--- src/rtl/hatch_pkg.sv ---
`default_nettype none
// ============================================================================
// Module   : hatch_pkg
// Brief    : Shared widths, fetch state encoding and FIFO entry layout for the
//            hatch instruction-fetch front end.
// Revision : 1.0
// ============================================================================
package hatch_pkg;

    localparam int INSN_W     = 48;
    localparam int INSN_BYTES = 6;

    typedef enum logic [0:0] {
        RUN  = 1'b0,
        HALT = 1'b1
    } fetch_state_t;

    typedef struct packed {
        logic [INSN_W-1:0] insn;
        logic [31:0]       pc;
    } fetch_entry_t;

endpackage
`default_nettype wire

--- src/rtl/hatch_fetch_fifo.sv ---
`default_nettype none
// ============================================================================
// Module   : hatch_fetch_fifo
// Brief    : Synchronous prefetch FIFO with flush; push and pop may coincide at
//            any occupancy, including full.
// Revision : 1.0
// ============================================================================
module hatch_fetch_fifo
    import hatch_pkg::*;
#(
    parameter int DEPTH = 4
) (
    input  logic                   clk,
    input  logic                   rst,
    input  logic                   flush,
    input  logic                   push,
    input  fetch_entry_t           push_data,
    input  logic                   pop,
    output fetch_entry_t           head,
    output logic [$clog2(DEPTH):0] count,
    output logic                   empty
);

    localparam int AW = $clog2(DEPTH);
    localparam int CW = AW + 1;
    localparam logic [CW-1:0] C_FULL = CW'(DEPTH);

    fetch_entry_t  r_mem [DEPTH];
    logic [AW-1:0] r_wr_ptr;
    logic [AW-1:0] r_rd_ptr;
    logic [CW-1:0] r_count;
    logic          w_pop;
    logic          w_push;

    assign empty  = (r_count == '0);
    assign count  = r_count;
    assign head   = r_mem[r_rd_ptr];
    assign w_pop  = pop && !empty;
    // A pop in the same cycle frees the slot a full FIFO needs for the push.
    assign w_push = push && ((r_count != C_FULL) || w_pop);

    always_ff @(posedge clk or posedge rst) begin
        if (rst) begin
            r_wr_ptr <= '0;
            r_rd_ptr <= '0;
            r_count  <= '0;
        end else if (flush) begin
            r_wr_ptr <= '0;
            r_rd_ptr <= '0;
            r_count  <= '0;
        end else begin
            if (w_push) begin
                r_wr_ptr <= r_wr_ptr + AW'(1);
            end
            if (w_pop) begin
                r_rd_ptr <= r_rd_ptr + AW'(1);
            end
            case ({w_push, w_pop})
                2'b10:   r_count <= r_count + CW'(1);
                2'b01:   r_count <= r_count - CW'(1);
                default: r_count <= r_count;
            endcase
        end
    end

    always_ff @(posedge clk) begin
        if (w_push && !flush) begin
            r_mem[r_wr_ptr] <= push_data;
        end
    end

endmodule
`default_nettype wire

--- src/rtl/hatch_fetch.sv ---
`default_nettype none
// ============================================================================
// Module   : hatch_fetch
// Brief    : Instruction-fetch front end: walks a byte PC in 6-byte steps,
//            reads the 48-bit instruction memory, buffers and hands off to the
//            CPU. Optional bounds checking under HATCH_FETCH_BOUNDS_EN.
// Revision : 1.0
// ============================================================================
module hatch_fetch
    import hatch_pkg::*;
#(
    parameter int          DEPTH    = 4,
    parameter int          IDX_W    = 8,
    parameter logic [31:0] RESET_PC = 32'd0
) (
    input  logic              clk,
    input  logic              rst,
    input  logic              redirect_valid,
    input  logic [31:0]       redirect_addr,
    output logic              mem_rd,
    output logic [IDX_W-1:0]  mem_index,
    input  logic [INSN_W-1:0] mem_data,
    output logic              insn_valid,
    input  logic              insn_ready,
    output logic [INSN_W-1:0] insn_data,
    output logic [31:0]       insn_pc,
    output logic              misalign,
    output logic              fault
);

    localparam int CW = $clog2(DEPTH) + 1;
    localparam int OW = CW + 1;
    localparam logic [IDX_W-1:0] C_RESET_IDX = IDX_W'(RESET_PC / 32'(INSN_BYTES));

    fetch_state_t     r_state;
    fetch_state_t     w_state_nxt;
    logic [31:0]      r_fetch_pc;
    logic [IDX_W-1:0] r_fetch_idx;
    logic             r_inflight;
    logic [31:0]      r_inflight_pc;
    logic             r_misalign;
    logic             r_fault;
    fetch_entry_t     r_hold;
    fetch_entry_t     w_head;
    fetch_entry_t     w_push_entry;
    logic [CW-1:0]    w_count;
    logic             w_empty;
    logic             w_issue;
    logic             w_room;
    logic             w_tgt_aligned;
    logic             w_tgt_oob;
    logic             w_at_end;
    logic [IDX_W-1:0] w_tgt_idx;

    assign w_tgt_aligned = ((redirect_addr % 32'(INSN_BYTES)) == 32'd0);

`ifdef HATCH_FETCH_BOUNDS_EN
    localparam logic [IDX_W-1:0] C_LAST_IDX = '1;
    logic [31:0] w_tgt_word;

    assign w_tgt_word = redirect_addr / 32'(INSN_BYTES);
    assign w_tgt_idx  = w_tgt_word[IDX_W-1:0];
    assign w_tgt_oob  = ((w_tgt_word >> IDX_W) != 32'd0);
    assign w_at_end   = (r_fetch_idx == C_LAST_IDX);
`else
    assign w_tgt_idx  = IDX_W'(redirect_addr / 32'(INSN_BYTES));
    assign w_tgt_oob  = 1'b0;
    assign w_at_end   = 1'b0;
`endif

    // Credit check counts the read still in flight so the FIFO never overflows.
    assign w_room = (({1'b0, w_count} + OW'(r_inflight)) < OW'(DEPTH));

    always_ff @(posedge clk or posedge rst) begin
        if (rst) begin
            r_state <= RUN;
        end else begin
            r_state <= w_state_nxt;
        end
    end

    always_comb begin
        w_state_nxt = r_state;
        w_issue     = 1'b0;
        if (redirect_valid) begin
            w_state_nxt = (w_tgt_aligned && !w_tgt_oob) ? RUN : HALT;
        end else if ((r_state == RUN) && w_room && !rst) begin
            w_issue = 1'b1;
            // The last word is still fetched; only the wrap beyond it is refused.
            if (w_at_end) begin
                w_state_nxt = HALT;
            end
        end
    end

    assign mem_rd    = w_issue;
    assign mem_index = r_fetch_idx;

    always_ff @(posedge clk or posedge rst) begin
        if (rst) begin
            r_fetch_pc    <= RESET_PC;
            r_fetch_idx   <= C_RESET_IDX;
            r_inflight    <= 1'b0;
            r_inflight_pc <= '0;
            r_misalign    <= 1'b0;
            r_fault       <= 1'b0;
            r_hold        <= '0;
        end else begin
            if (redirect_valid) begin
                r_inflight <= 1'b0;
                if (w_tgt_aligned) begin
                    r_misalign  <= 1'b0;
                    r_fault     <= w_tgt_oob;
                    r_fetch_pc  <= redirect_addr;
                    r_fetch_idx <= w_tgt_idx;
                end else begin
                    r_misalign  <= 1'b1;
                    r_fault     <= r_fault | w_tgt_oob;
                end
            end else begin
                r_inflight <= w_issue;
                if (w_issue) begin
                    r_inflight_pc <= r_fetch_pc;
                    r_fetch_pc    <= r_fetch_pc + 32'(INSN_BYTES);
                    r_fetch_idx   <= r_fetch_idx + IDX_W'(1);
                    if (w_at_end) begin
                        r_fault <= 1'b1;
                    end
                end
            end
            if (insn_valid) begin
                r_hold <= w_head;
            end
        end
    end

    // Data returning in a redirect cycle belongs to the abandoned stream.
    assign w_push_entry = '{insn: mem_data, pc: r_inflight_pc};

    hatch_fetch_fifo #(
        .DEPTH (DEPTH)
    ) u_fifo (
        .clk       (clk),
        .rst       (rst),
        .flush     (redirect_valid),
        .push      (r_inflight && !redirect_valid),
        .push_data (w_push_entry),
        .pop       (insn_ready),
        .head      (w_head),
        .count     (w_count),
        .empty     (w_empty)
    );

    assign insn_valid = !w_empty;
    assign insn_data  = insn_valid ? w_head.insn : r_hold.insn;
    assign insn_pc    = insn_valid ? w_head.pc   : r_hold.pc;
    assign misalign   = r_misalign;
    assign fault      = r_fault;

endmodule
`default_nettype wire
--- config.mk ---
export PLATFORM = sky130hd
export DESIGN_NAME = hatch_fetch
export DESIGN_NICKNAME = d
export VERILOG_FILES = /design/src/rtl/hatch_pkg.sv /design/src/rtl/hatch_fetch_fifo.sv /design/src/rtl/hatch_fetch.sv
export SDC_FILE = /design/constraint.sdc
export NUM_CORES = 1
export LEC_CHECK = 0
export ABC_CLOCK_PERIOD_IN_PS = 8800
export CORE_ASPECT_RATIO = 1.75
export CORE_MARGIN = 2
export CORE_UTILIZATION = 40
export CTS_CLUSTER_SIZE = 10
export DETAILED_ROUTE_END_ITERATION = 16
export DONT_BUFFER_PORTS = 1
export GPL_TIMING_DRIVEN = 0
export PLACE_DENSITY_LB_ADDON = 0.2
export SLEW_MARGIN = 10
export SYNTH_ARGS = -nofsm -noshare
export SYNTH_HDL_FRONTEND = slang
export SYNTH_SLANG_ARGS = --single-unit
--- constraint.sdc ---
create_clock -name clk -period 8.8 [get_ports clk]
set_input_delay 1.76 -clock clk [delete_from_list [all_inputs] [get_ports clk]]
set_output_delay 1.76 -clock clk [all_outputs]
set_load 0.005 [all_outputs]
==> impl_metrics.toml, run 1 <==
[clock_network]
hold_buffers = 0
cts.sinks = 481
clock_path_buffers = 3
clkTransAtPathRegs_ps = 50
clock_latency_ps = 580
cts_inserted_buffers = 54
cts_tree = "built"
clock_tree.htree_level_count = 2
cts_root_buffer_type = "sky130_fd_sc_hd__clkbuf_16"

[grt]
vias_in_the_first_global_route = 14280
grt_max_degree = 90
wire_length_of_the_first_global_routing_pass_um = 82940
groute.usage.overall = 0.1881
initial_antenna_violation_count = 0
grt.overflow.total = 0

[placement]
place_area_um2 = 22860
numPortBuffers = 0
dpl.hpwl_um = 36250
globalplace.congestion = 0.8478
pre_cts_ws_ps = -1352

[yosys]
synth_mux_area_frac = 0.1331
synth_enable_flop_cells = 320
synth_most_common_cell = "sky130_fd_sc_hd__edfxtp_1"
synth-compound-area-share = 0.1102
synthDominantCellAreaShare = 0.4419
synth_adder_area_share = 0.004949
yosys.area.top_type = "sky130_fd_sc_hd__edfxtp_1"
synth_top_family_by_area = "multiplexers"
sequential_to_total_area_share_from_yosys_stat = 0.6272
largest_cells_by_area_after_synthesis = "sky130_fd_sc_hd__edfxtp_1 (44%), sky130_fd_sc_hd__dfrtp_1 (19%), sky130_fd_sc_hd__mux4_2 (8.3%)"
number_of_unique_standard_cell_types_used_by_synthesis = 105
synth_cells = 1568
postSynth.topFlopCell = "sky130_fd_sc_hd__edfxtp_1"
post_synth_xor_area_fraction = 0.005639
most_used_standard_cells_in_the_synthesized_netlist = "sky130_fd_sc_hd__edfxtp_1 (320), sky130_fd_sc_hd__nand2_1 (175), sky130_fd_sc_hd__dfrtp_1 (161)"
synth_area_um2 = 21740
synth_fp_nets = 1660
post_synth_and_or_nand_nor_area_fraction = 0.09414
total_of_flip_flops_plus_latches_after_synthesis = 481
post_synth.cell_area_avg_um2 = 13.87
ys.warnings.count = 0
synth_async_sr_flop_share = 0.3347

[power]
finalPower_w = 0.006292
power.density_cell_area_nw_per_um2 = 247.2
vdd_ir_drop_max_uv = 145.9
leakage_nw = 8.946

[layout]
finish.instance_area_um2 = 25460
antenna_cells_inserted = 0
fin_nets = 1774
num-fill-cells = 4749
area.growth.synth_to_final_pct = 17.07
drive_gt1_frac = 0.2510

[die]
initial_utilization = 0.4026
floorplan.core_area_um2 = 54010
placement_rows = 113
chipWidth_um = 180.3
height_of_the_die_um = 312.4
floorplan.die_area_um2 = 56320
io-pin-count = 176

[timing]
period_share = 1.007
final-setup-viol-count = 24
totalNegativeSetupSlack_ps = -639.9
worst_hold_slack_ps = 494.5
final-max-slew-violation-count = 0
fin_crit_ps = 8866
timing.final.hold_violations = 0
grt_setup_unrepaired = "true"
clock.fmax_mhz = 112.8
clock-skew-final_ps = 13.96
max-slew-margin-rel = 0.2991
layout_setup_ws_ps = -65.62
max_slew.worst_pin.slew_ps = 1044

[critical_path]
crit_start_category = "primary input"
timing.critical_path.to_type = "flop"
cp.required_ps = 9290
critical_path.max_stage_delay_ps = 540
critical-path-slowest-cell = "sky130_fd_sc_hd__or4b_4"
path_type_of_the_worst_setup_path = "in -> reg"
ff2ff_setup_slack_ps = 5230
path_max_fanout = 10
cp_data_arrival_time_ps = 9350
cell_occurring_most_often_along_the_worst_timing_path = "sky130_fd_sc_hd__buf_4"

[detailed_routing]
num_vias = 13890
routed_via_density = 5.751
1st_iter_drt_viols = 807
drc = 0
routed_wl_um = 54680
detailedRoute.firstPassIterationCount = 5
detail-route-antenna-nets = 0
routedWlPerCell_um = 22.64

[job]
max_cap_viol_count = 0

[worst_hold_path]
hp_class = "reg -> reg"

[run_status]
failed_checks = "negative setup slack"
run_status = "complete, but fails checks"
## worst max-delay path: cells and delay by family
kind / cells / cell delay [ps]
compound gates: 19 / 4020
fa+ha+maj: 1 / 280
buf+inv: 7 / 1180
mux: 2 / 340
simple gates: 7 / 1740
## layout by cell type (no fill, tap or decap), types with 8 or more instances in the layout
cell type	netlist	routed
sky130_fd_sc_hd__nor3_1	32	26
sky130_fd_sc_hd__and2_1	17	11
sky130_fd_sc_hd__dfrtp_1	161	161
sky130_fd_sc_hd__o31ai_1	12	9
sky130_fd_sc_hd__buf_4	5	50
sky130_fd_sc_hd__o21ai_1	5	9
sky130_fd_sc_hd__xor2_1	9	9
sky130_fd_sc_hd__clkbuf_1	54	95
sky130_fd_sc_hd__or3_1	11	10
sky130_fd_sc_hd__inv_1	29	27
sky130_fd_sc_hd__nand4_1	10	10
sky130_fd_sc_hd__clkbuf_16	0	57
sky130_fd_sc_hd__mux2i_1	9	8
sky130_fd_sc_hd__a21o_1	9	9
sky130_fd_sc_hd__a21oi_1	88	75
sky130_fd_sc_hd__buf_1	14	14
sky130_fd_sc_hd__edfxtp_1	320	320
sky130_fd_sc_hd__nor2_1	75	73
sky130_fd_sc_hd__a21oi_2	1	13
sky130_fd_sc_hd__and3_1	20	18
sky130_fd_sc_hd__o22ai_1	20	18
sky130_fd_sc_hd__mux2_2	84	83
sky130_fd_sc_hd__o21ai_0	62	56
sky130_fd_sc_hd__a31oi_1	13	13
sky130_fd_sc_hd__nand3_1	36	34
sky130_fd_sc_hd__nand2_1	175	170
sky130_fd_sc_hd__o211ai_1	9	9
sky130_fd_sc_hd__buf_6	4	14
sky130_fd_sc_hd__mux4_2	80	80
## stage by stage
step / instances / utilization
floorplan: 1568 / -
global placement: 2258 / 0.4203
finish: 2415 / 0.4713
detailed placement: 2263 / 0.4232
global route: 2415 / 0.4713
CTS: 2384 / 0.4583
## state kept, by name, summed over array words and instances, names as in the netlist
name,count
u_fifo.r_wr_ptr,2
r_hold,80
u_fifo.r_rd_ptr,2
misalign,1
r_inflight_pc,32
r_fetch_pc,32
mem_index,8
u_fifo.count,3
u_fifo.r_mem,320
r_inflight,1
## final cells by class
cell class	instances	area (um^2)	area share
Clock inverter	2	17.52	0.0006881
Multi-Input combinational cell	963	8197	0.3220
Tap cell	690	863.3	0.03391
Sequential cell	481	13640	0.5358
Timing Repair Buffer	57	579.3	0.02276
Inverter	35	138.9	0.005456
Clock buffer	97	1534	0.06026
Buffer	90	488.0	0.01917
## cells by family after synthesis
group	count (synthesis)
buf+inv	125
other cells	1
flops	481
mux	177
compound gates	333
fa+ha+maj	8
simple gates	429
xor+xnor	14
## final timing paths
path                                                 from  cells after the start                           end
worst max register to register  r_fetch_pc[1]$_DFFE_PP0P_                     14    r_fetch_pc[31]$_DFFE_PP0P_
worst min-delay path            r_fetch_pc[0]$_DFFE_PP0P_                      2  r_inflight_pc[0]$_DFFE_PP0P_
worst max-delay path                    redirect_addr[27]                     36      mem_index[2]$_DFFE_PP0P_
min in group asynchronous                             rst                      1    r_fetch_pc[11]$_DFFE_PP0P_
worst min register to register  r_fetch_pc[0]$_DFFE_PP0P_                      2  r_inflight_pc[0]$_DFFE_PP0P_
max in group asynchronous                             rst                      2        r_hold[46]$_DFFE_PP0N_
## layer usage
| metal | global-route usage | up-vias | wire length (um) |
|---|---|---|---|
| li1 | - | 6307 | - |
| met1 | 0.1989 | 7057 | 19660 |
| met2 | 0.3531 | 408 | 29460 |
| met3 | 0.05174 | 117 | 3687 |
| met4 | 0.06928 | 0 | 1871 |
| met5 | 0 | - | 0 |
## what timing repair did
item / 4_1_cts / 5_1_grt
resized for setup: 35 / 92
pin swaps: 14 / 33
endpoints found under the hold margin: 0 / 0
cloned: 1 / 4
setup buffers: 21 / 28
setup endpoints to repair: 41 / 41
## power breakdown
part	internal, W	leakage [nW]	switching [W]
Sequential	0.00282	4.87	0.000246
Combinational	0.000520	3.34	0.000695
Clock	0.00117	0.736	0.000848
Total	0.00450	8.95	0.00179
Note: power is estimated with default switching activity, not from simulation.
==> run 2: changes to the inputs <==
ABC_CLOCK_PERIOD_IN_PS = 8880   (was 8800)
clock period = 8.88 ns   (was 8.8 ns; I/O delays follow)
==> run 2 against run 1 <==
  * The run still ends with negative setup slack left
  * Worst setup slack better by 46 ps
  * Final area is 0.10% lower
  * Via count is 1.3% lower
  * Sequential share of layout area is 0.055 points higher
  * Combinational power hardly changed
  * Core utilization hardly changed
  * Sequential cell count stayed put
  * Largest cell class unchanged
  * Largest power group unchanged
  * Highest routed layer is now met5
==> impl_metrics.toml, run 2 (synthesis results as in run 1) <==
[layout]
most_used_cells_in_the_layout_excluding_fill_and_tap_cells = "sky130_fd_sc_hd__edfxtp_1 (320), sky130_fd_sc_hd__nand2_1 (170), sky130_fd_sc_hd__dfrtp_1 (161), sky130_fd_sc_hd__clkbuf_1 (96), sky130_fd_sc_hd__mux2_2 (83)"
sequential_cell_area_um2 = 13640
area.growth.synth_to_final_pct = 16.95
layout.cells.most_common = "sky130_fd_sc_hd__edfxtp_1"
largestRegisters = "u_fifo.r_mem: 320 flops, r_hold: 80 flops"
multi_input_logic_area_um2 = 8242
antenna_cells_inserted = 0
num-fill-cells = 4771
largest_register = "u_fifo.r_mem"
drive_gt1_frac = 0.2465
largest_reg_flops = 320
fin_nets = 1769

[clock_network]
clock_path_buffers = 3
clkTransAtPathRegs_ps = 60
cts.sinks = 481
cts_root_buffer_type = "sky130_fd_sc_hd__clkbuf_16"
hold_buffers = 0
cts_tree = "built"
cts_inserted_buffers = 54
clock_tree.htree_level_count = 2
clock_latency_ps = 570

[placement]
pre_cts_ws_ps = -1381
dpl.hpwl_um = 36450
numPortBuffers = 0
globalplace.congestion = 0.8499

[die]
floorplan.core_area_um2 = 54010
placement_rows = 113
floorplan.die_area_um2 = 56320
io-pin-count = 176
initial_utilization = 0.4026
chipWidth_um = 180.3
height_of_the_die_um = 312.4

[critical_path]
timing.critical_path.to_type = "flop"
critical-path-slowest-cell = "sky130_fd_sc_hd__or4b_4"
path_max_fanout = 10
ff2ff_setup_slack_ps = 5240
worstReg2RegEnd = "r_fetch_pc[31]$_DFFE_PP0P_"
timing.reg2reg.worst_path_depth = 14
worstReg2RegStart = "r_fetch_pc[1]$_DFFE_PP0P_"
path_type_of_the_worst_setup_path = "in -> reg"
crit_start_category = "primary input"
critical_path.max_stage_delay_ps = 540
cp.required_ps = 9300
cp_data_arrival_time_ps = 9320

[power]
vdd_ir_drop_max_uv = 134.7
p_sw_frac = 0.2820
power.share.combinational = 0.190
power.clock.fraction = 0.320
leakage_nw = 8.920
power.density_cell_area_nw_per_um2 = 243.8
power_switching_w = 0.001748
internal_power_contribution_w = 0.004451
sequentialPowerShare = 0.490

[run_status]
failed_checks = "negative setup slack"
run_status = "complete, but fails checks"

[grt]
wire_length_of_the_first_global_routing_pass_um = 82390
grt_max_degree = 85
grt.overflow.total = 0
groute.usage.overall = 0.1865
initial_antenna_violation_count = 1
vias_in_the_first_global_route = 14190

[detailed_routing]
drc = 0
routed_wl_um = 54060
routedWlPerCell_um = 22.43
routed_via_density = 5.687
1st_iter_drt_viols = 755
detail-route-antenna-nets = 0
num_vias = 13710
detailedRoute.firstPassIterationCount = 4

[timing]
final-max-slew-violation-count = 0
timing.final.hold_violations = 0
fin_crit_ps = 8899
grt_setup_unrepaired = "true"
clock.fmax_mhz = 112.4
clock-skew-final_ps = 15.24
max-slew-margin-rel = 0.2695
final-setup-viol-count = 8
period_share = 1.002
layout_setup_ws_ps = -19.29
totalNegativeSetupSlack_ps = -91.22
max_slew.worst_pin.slew_ps = 1088

[job]
max_cap_viol_count = 0

[worst_hold_path]
holdPathEnd = "r_inflight_pc[0]$_DFFE_PP0P_"
worstHoldStart = "r_fetch_pc[0]$_DFFE_PP0P_"
hp_class = "reg -> reg"
depth_of_the_worst_hold_timing_path = 2
## run 2: worst max-delay path: cells and delay by family
family | cells | cell delay [ps]
compound gates | 16 | 3540
buf+inv | 6 | 910
fa+ha+maj | 1 | 260
simple gates | 10 | 2500
mux | 2 | 300
## run 2: how the worst max path moves through the flow
stage | startpoint | end | cells after the start
floorplan | redirect_addr[27] | mem_index[1]$_DFFE_PP0P_ | 30
global placement | redirect_addr[31] | mem_index[6]$_DFFE_PP0P_ | 30
detailed placement | redirect_addr[31] | mem_index[6]$_DFFE_PP0P_ | 30
CTS | redirect_addr[27] | mem_index[4]$_DFFE_PP0P_ | 36
global route | redirect_addr[27] | r_fetch_pc[20]$_DFFE_PP0P_ | 35
finish | redirect_addr[27] | r_fetch_pc[13]$_DFFE_PP0P_ | 35
## run 2: power groups by stage
| stage | Sequential [W] | Clock (W) | Combinational, W |
|---|---|---|---|
| floorplan | 0.00298 | 0 | 0.000804 |
| global placement | 0.00307 | 0 | 0.00104 |
| detailed placement | 0.00309 | 0 | 0.00105 |
| CTS | 0.00304 | 0.00204 | 0.00111 |
| global route | 0.00308 | 0.00213 | 0.00130 |
| finish | 0.00304 | 0.00198 | 0.00118 |
## run 2: metal layers
layer | track usage | routed length (um) | share of wire
met5 | 0 | 15 | 0.00028
met3 | 0.04801 | 3441 | 0.064
met2 | 0.3541 | 29560 | 0.55
met4 | 0.06598 | 1838 | 0.034
met1 | 0.1970 | 19200 | 0.36
## run 2: area by class of cell
class                           count  share of cell area
Tap cell                          690             0.03395
Sequential cell                   481              0.5363
Clock buffer                       97             0.06032
Inverter                           35            0.005462
Multi-Input combinational cell    964              0.3241
Timing Repair Buffer               51             0.02062
Buffer                             90             0.01855
Clock inverter                      2           0.0006888
## run 2: stage by stage
| step | cell area (um^2) | hold slack, ps | total power (W) | instances | util |
|---|---|---|---|---|---|
| 5_1_grt | 25430 | 512.9 | 0.006509 | 2410 | 0.4708 |
| 3_5_place_dp | 22860 | 464.2 | 0.004140 | 2264 | 0.4233 |
| 2_1_floorplan | 21830 | 430.4 | 0.003786 | 1568 | - |
| 4_1_cts | 24720 | 484.6 | 0.006187 | 2377 | 0.4577 |
| 6_report | 25430 | 485.6 | 0.006200 | 2410 | 0.4708 |
| 3_3_place_gp | 22690 | 463.4 | 0.004112 | 2258 | 0.4202 |
## run 2: timing repair
| action | in CTS | in global routing |
|---|---|---|
| setup buffers | 13 | 32 |
| pin swaps | 15 | 42 |
| gates cloned | 1 | 1 |
| endpoints found under the setup margin | 41 | 41 |
| gates resized for setup | 35 | 88 |
